--- src/rtl/except_ctrl.sv ---
// MEM-stage exception arbiter: picks one exception by fixed priority, hands it to CP0,
// and issues a one-cycle registered flush followed by a detection-blanking shadow window.
module except_ctrl #(
  parameter logic [31:0] EXC_VECTOR    = 32'h0000_0020,
  parameter int unsigned SHADOW_CYCLES = 2
) (
  input  logic        clk,
  input  logic        rst,
  input  logic [31:0] excepttype_i,
  input  logic [31:0] current_inst_addr_i,
  input  logic        is_in_delayslot_i,
  input  logic [31:0] cp0_status_i,
  input  logic [31:0] cp0_cause_i,
  input  logic [31:0] cp0_epc_i,
  input  logic        wb_cp0_we_i,
  input  logic [4:0]  wb_cp0_waddr_i,
  input  logic [31:0] wb_cp0_data_i,
  output logic [31:0] excepttype_o,
  output logic [31:0] current_inst_addr_o,
  output logic        is_in_delayslot_o,
  output logic        flush_o,
  output logic [31:0] new_pc_o,
  output logic [15:0] exc_count_o
);

  localparam logic [4:0]  CP0_STATUS = 5'd12;
  localparam logic [4:0]  CP0_CAUSE  = 5'd13;
  localparam logic [4:0]  CP0_EPC    = 5'd14;
  // Cause bits software may write: IP1..IP0 (9:8), IV (23), WP (22).
  localparam logic [31:0] CAUSE_WMASK = 32'h00C0_0300;

  localparam logic [31:0] CODE_NONE     = 32'h0000_0000;
  localparam logic [31:0] CODE_INT      = 32'h0000_0001;
  localparam logic [31:0] CODE_SYSCALL  = 32'h0000_0008;
  localparam logic [31:0] CODE_INVALID  = 32'h0000_000a;
  localparam logic [31:0] CODE_TRAP     = 32'h0000_000d;
  localparam logic [31:0] CODE_OVERFLOW = 32'h0000_000c;
  localparam logic [31:0] CODE_ERET     = 32'h0000_000e;

  localparam bit         HAS_SHADOW  = (SHADOW_CYCLES > 0);
  localparam logic [3:0] SHADOW_LOAD = HAS_SHADOW ? 4'(SHADOW_CYCLES - 1) : 4'd0;

  typedef enum logic [1:0] {
    ST_IDLE,
    ST_FLUSH,
    ST_SHADOW
  } state_t;

  // ---------------------------------------------------------------- forwarding
  logic        status_wr;
  logic        cause_wr;
  logic        epc_wr;
  logic [31:0] status_fwd;
  logic [31:0] cause_fwd;
  logic [31:0] epc_fwd;

  assign status_wr  = wb_cp0_we_i && (wb_cp0_waddr_i == CP0_STATUS);
  assign cause_wr   = wb_cp0_we_i && (wb_cp0_waddr_i == CP0_CAUSE);
  assign epc_wr     = wb_cp0_we_i && (wb_cp0_waddr_i == CP0_EPC);
  assign status_fwd = status_wr ? wb_cp0_data_i : cp0_status_i;
  assign epc_fwd    = epc_wr ? wb_cp0_data_i : cp0_epc_i;

  // Hardware-owned Cause bits (pending IP7..IP2, ExcCode, BD) never come from an mtc0.
  genvar gi;
  generate
    for (gi = 0; gi < 32; gi++) begin : g_cause_fwd
      assign cause_fwd[gi] = (CAUSE_WMASK[gi] && cause_wr) ? wb_cp0_data_i[gi]
                                                          : cp0_cause_i[gi];
    end
  endgenerate

  // ---------------------------------------------------------------- detection
  logic        inst_valid;
  logic        int_pending;
  logic [31:0] exc_code;
  logic        exc_hit;

  assign inst_valid  = (current_inst_addr_i != 32'd0);
  assign int_pending = inst_valid
                    && ((cause_fwd[15:8] & status_fwd[15:8]) != 8'd0)
                    && !status_fwd[1]
                    && status_fwd[0];

  always_comb begin
    exc_code = CODE_NONE;
    if (inst_valid) begin
      if (int_pending)          exc_code = CODE_INT;
      else if (excepttype_i[8]) exc_code = CODE_SYSCALL;
      else if (excepttype_i[9]) exc_code = CODE_INVALID;
      else if (excepttype_i[10]) exc_code = CODE_TRAP;
      else if (excepttype_i[11]) exc_code = CODE_OVERFLOW;
      else if (excepttype_i[12]) exc_code = CODE_ERET;
    end
  end

  assign exc_hit = (exc_code != CODE_NONE);

  // ---------------------------------------------------------------- control FSM
  state_t      state_reg;
  logic [3:0]  shadow_cnt_reg;
  logic [31:0] excepttype_reg;
  logic [31:0] inst_addr_reg;
  logic        delayslot_reg;
  logic        flush_reg;
  logic [31:0] new_pc_reg;
  logic [15:0] exc_count_reg;

  always_ff @(posedge clk) begin
    if (rst) begin
      state_reg      <= ST_IDLE;
      shadow_cnt_reg <= 4'd0;
      excepttype_reg <= CODE_NONE;
      inst_addr_reg  <= 32'd0;
      delayslot_reg  <= 1'b0;
      flush_reg      <= 1'b0;
      new_pc_reg     <= 32'd0;
      exc_count_reg  <= 16'd0;
    end else begin
      case (state_reg)
        ST_IDLE: begin
          if (exc_hit) begin
            excepttype_reg <= exc_code;
            inst_addr_reg  <= current_inst_addr_i;
            delayslot_reg  <= is_in_delayslot_i;
            flush_reg      <= 1'b1;
            new_pc_reg     <= (exc_code == CODE_ERET) ? epc_fwd : EXC_VECTOR;
            exc_count_reg  <= (exc_count_reg == 16'hFFFF) ? exc_count_reg
                                                          : exc_count_reg + 16'd1;
            state_reg      <= ST_FLUSH;
          end
        end
        // The instruction now in MEM is younger than the excepting one and is squashed.
        ST_FLUSH: begin
          excepttype_reg <= CODE_NONE;
          delayslot_reg  <= 1'b0;
          flush_reg      <= 1'b0;
          new_pc_reg     <= 32'd0;
          if (HAS_SHADOW) begin
            shadow_cnt_reg <= SHADOW_LOAD;
            state_reg      <= ST_SHADOW;
          end else begin
            state_reg      <= ST_IDLE;
          end
        end
        ST_SHADOW: begin
          if (shadow_cnt_reg == 4'd0) begin
            state_reg <= ST_IDLE;
          end else begin
            shadow_cnt_reg <= shadow_cnt_reg - 4'd1;
          end
        end
        default: begin
          state_reg <= ST_IDLE;
        end
      endcase
    end
  end

  assign excepttype_o        = excepttype_reg;
  assign current_inst_addr_o = inst_addr_reg;
  assign is_in_delayslot_o   = delayslot_reg;
  assign flush_o             = flush_reg;
  assign new_pc_o            = new_pc_reg;
  assign exc_count_o         = exc_count_reg;

  // Register bits this block has no use for.
  logic unused_bits;
  assign unused_bits = &{1'b0, excepttype_i[31:13], excepttype_i[7:0],
                         status_fwd[31:16], status_fwd[7:2],
                         cause_fwd[31:16], cause_fwd[7:0]};

endmodule

--- config.mk ---
export PLATFORM = sky130hd
export DESIGN_NAME = except_ctrl
export DESIGN_NICKNAME = d
export VERILOG_FILES = /design/src/rtl/except_ctrl.sv
export SDC_FILE = /design/constraint.sdc
export NUM_CORES = 1
export LEC_CHECK = 0
export CAP_MARGIN = 30
export CORE_AREA = 2 2 124 126
export DETAILED_ROUTE_END_ITERATION = 10
export DIE_AREA = 0 0 126 128
export GPL_TIMING_DRIVEN = 0
export PLACE_DENSITY = 0.7
export REMOVE_ABC_BUFFERS = 1
export SYNTH_ARGS = -nofsm -noshare
export SYNTH_HDL_FRONTEND = slang
export SYNTH_SLANG_ARGS = --single-unit
--- constraint.sdc ---
create_clock -name clk -period 3.6 [get_ports clk]
set_clock_uncertainty 0.05 [all_clocks]
set_input_delay 0.54 -clock clk [delete_from_list [all_inputs] [get_ports clk]]
set_output_delay 0.54 -clock clk [all_outputs]
set_load 0.005 [all_outputs]
==> qor.csv <==
metric,value,unit
layout cells sized above 1,5.92,%
CP max-delay cell,o21a_2,
Via-to-Cell Ratio,4.90,
clk root buf,clkbuf_16,
max-cap violation count,0,
clock network power share,38.2,%
Critical Path RT,3.78,ns
Initial Util,29.2,%
CP max FO,43,
largest net degree at the start of global routing,48,
"EDFF count, synth",0,
Placer Congestion,0.854,
gr usage total,16.7,%
routed wire length,14000,um
Die Y,128,um
chip width,126,um
boundary pin count,315,
global-route wire length before repair,21600,um
clk sink count,92,
Mapped Area,4330,um^2
Internal Power,1930,uW
Fmax achieved,307,MHz
Clock transition at path regs,0.07,ns
register area share after synthesis,42.5,%
Synth warnings,0,
"flops & latches, synth",92,
post-DR wirelength/cell,15.9,um
DRC viols,0,
vias in the first global route,4241,
slew margin rel.,37.8,%
drt pass-1 iters,4,
CTS tree,built,
n_diodes,0,
max-slew violations,0,
net switching fraction of the power,25.6,%
Total Nets Final,890,
Post-DRT Antenna Nets,0,
RSZ-0062 raised after global routing,false,
CP endpoint kind,flip-flop,
Worst setup SP type,input port,
pwr dens,376,nW/um^2
largest stage delay on the critical path,0.78,ns
syn avg cell area,8.90,um^2
setup TNS,0,ns
Power Total,2590,uW
worst skew pair latency,0.34,ns
initial antenna violation count,0,
period utilization,90.4,%
worst-margin pin slew,0.933,ns
GRT overflow,0,
post-detail-place hpwl,10800,um
Worst Path Arrival,3.43,ns
Hold Fails Final Rpt,0,
final worst path period need,3.25,ns
Via Count,4314,
NetSw,665,uW
Die ar.,16100,um^2
Buffers on Ports,213,
CP Class,input port to flip-flop,
Comb pwr share,19.3,%
Hold/Removal Path Class,flip-flop to flip-flop,
Worst Path Buf+Inv,2,
Area growth syn-to-layout,59.0,%
Unique masters post-synth,55,
total CTS buffers,9,
Worst path top cell family by delay,compound AO/OA/AOI/OAI gates,
leakage,0.00245,uW
core region area,14900,um^2
final setup violation count,0,
Synth Flop Type,dfxtp_1,
CP Cell Sequence,"clkdlybuf4s50_1, nand4b_4, nor3_1, a31oi_1, a31oi_2, o21a_2, nor3_4, buf_4, a22o_1",
Starting DRT DRC Count,230,
sequential share of power,42.5,%
outcome,completed,
hold-fix buffer count after cts,0,
Syn Inst Count,487,
number of core rows,45,
Max clock buf depth,2,
"FFs w/ async S/R, synth",0,%
htree depth,3,
maximum VDD drop,0.000197,V
[cell usage after synthesis (2+ instances only)]
library cell	count	area share, %
a21o_1	3	0.52
a21oi_1	50	5.8
a222oi_1	4	0.92
a22o_1	2	0.40
a311oi_1	3	0.61
a31oi_1	6	0.87
a41oi_1	2	0.40
and2_1	3	0.43
and3_1	4	0.58
buf_2	5	0.58
buf_4	28	4.8
buf_6	4	1.0
clkbuf_1	22	1.9
dfxtp_1	92	42
ha_1	2	0.58
inv_1	6	0.52
mux2_2	4	1.0
mux2i_1	32	7.4
nand2_1	77	6.7
nand2b_1	6	0.87
nand3_1	7	0.81
nand3b_1	2	0.35
nand4_1	4	0.58
nor2_1	18	1.6
nor2b_1	5	0.72
nor3_1	10	1.2
nor3b_1	5	0.87
nor4_1	12	1.7
o21ai_0	3	0.35
o2bb2ai_1	29	5.9
o2bb2ai_2	2	0.69
o31ai_1	5	0.87
o41ai_1	2	0.40
or3_1	4	0.58
or4_1	4	0.69
[what timing repair did]
action / CTS / global route
setup buffers: 0 / 1
gates resized for setup: 0 / 0
endpoints found under the hold margin: 0 / 0
endpoints found under the setup margin: 0 / 25
[area by class of cell]
type                       count  area [um^2]
fill                        1449         7970
timing repair buffer         222         2260
multi-input combinational    356         2220
sequential                    92         1840
clock buffer                  11          253
tap                          188          235
clock inverter                 5         58.8
inverter                       6         22.5
[worst paths after layout]
kind	start	slack, ns	cells past startpoint	endpoint
setup / recovery	wb_cp0_waddr_i[3]	0.35	9	excepttype_o[1]$_SDFFE_PP0P_
hold / removal	current_inst_addr_o[18]$_SDFFE_PP0P_	0.40	2	current_inst_addr_o[18]$_SDFFE_PP0P_
setup reg to reg	state_reg[1]$_SDFFE_PP0P_	1.09	5	excepttype_o[1]$_SDFFE_PP0P_
hold reg to reg	current_inst_addr_o[18]$_SDFFE_PP0P_	0.40	2	current_inst_addr_o[18]$_SDFFE_PP0P_
[cell usage in the layout, fill, tap and decap left out, drive strengths merged, types with 5 or more instances in the layout]
cell and instances:
mux2i 32, nor3b 5, o31ai 5, nor4 12, nand3 7, a31oi 7
inv 7, nor2 18, nor3 11, nor2b 5, clkdlybuf4s50 212, a21oi 51
dfxtp 92, clkbuf 11, conb 28, buf 10, nand2 77, nand2b 6
o2bb2ai 31
[power by group through the flow]
stage	clock network (uW)	logic (uW)	registers, uW
after floorplan	0	166	1130
after global placement	0	479	1120
after detailed placement	0	503	1130
after CTS	1030	505	1100
after global routing	1070	546	1110
final	992	501	1100
[worst reg2reg max path, stage by stage, from the launching register on]
cell and delay, ns:
dfxtp_1 0.39, nor3_1 0.49, o21a_2 0.83, nor3_4 0.20, buf_4 0.22, a22o_1 0.23
[cells by family (layout without fill, tap and decap cells)]
family | count (synthesis) | after routing | share of synthesized area (%)
AOI/OAI and AO/OA | 121 | 121 | 19.8
adders and majority gates | 2 | 2 | 0.577
buffers and inverters | 66 | 244 | 8.98
DFF | 92 | 92 | 42.5
muxes | 36 | 36 | 8.43
other | 1 | 28 | 0.0865
and+or+nand+nor | 169 | 169 | 19.6
[metrics by stage]
stage | instance area (um^2) | util (%) | instances | hold slack [ns] | setup slack, ns
final | 6890 | 46.4 | 880 | 0.404 | 0.347
after global routing | 6890 | 46.4 | 880 | 0.426 | 0.105
after CTS | 6890 | 46.3 | 879 | 0.404 | 0.0509
after detailed placement | 6570 | 44.2 | 863 | 0.390 | -0.317
after global placement | 6440 | 43.3 | 855 | 0.386 | -3.01
after floorplan | 4070 | - | 454 | 0.397 | -1.25
[routing by layer]
| layer | vias to the layer above | global-route usage [%] | part of all wire, % |
|---|---|---|---|
| met2 | 123 | 28.6 | 51 |
| met1 | 2053 | 19.8 | 41 |
| met5 | - | 0 | 0 |
| met3 | 27 | 3.80 | 5.2 |
| li1 | 2111 | - | - |
| met4 | 0 | 8.21 | 2.9 |
Note: power is estimated with default switching activity, not from simulation.
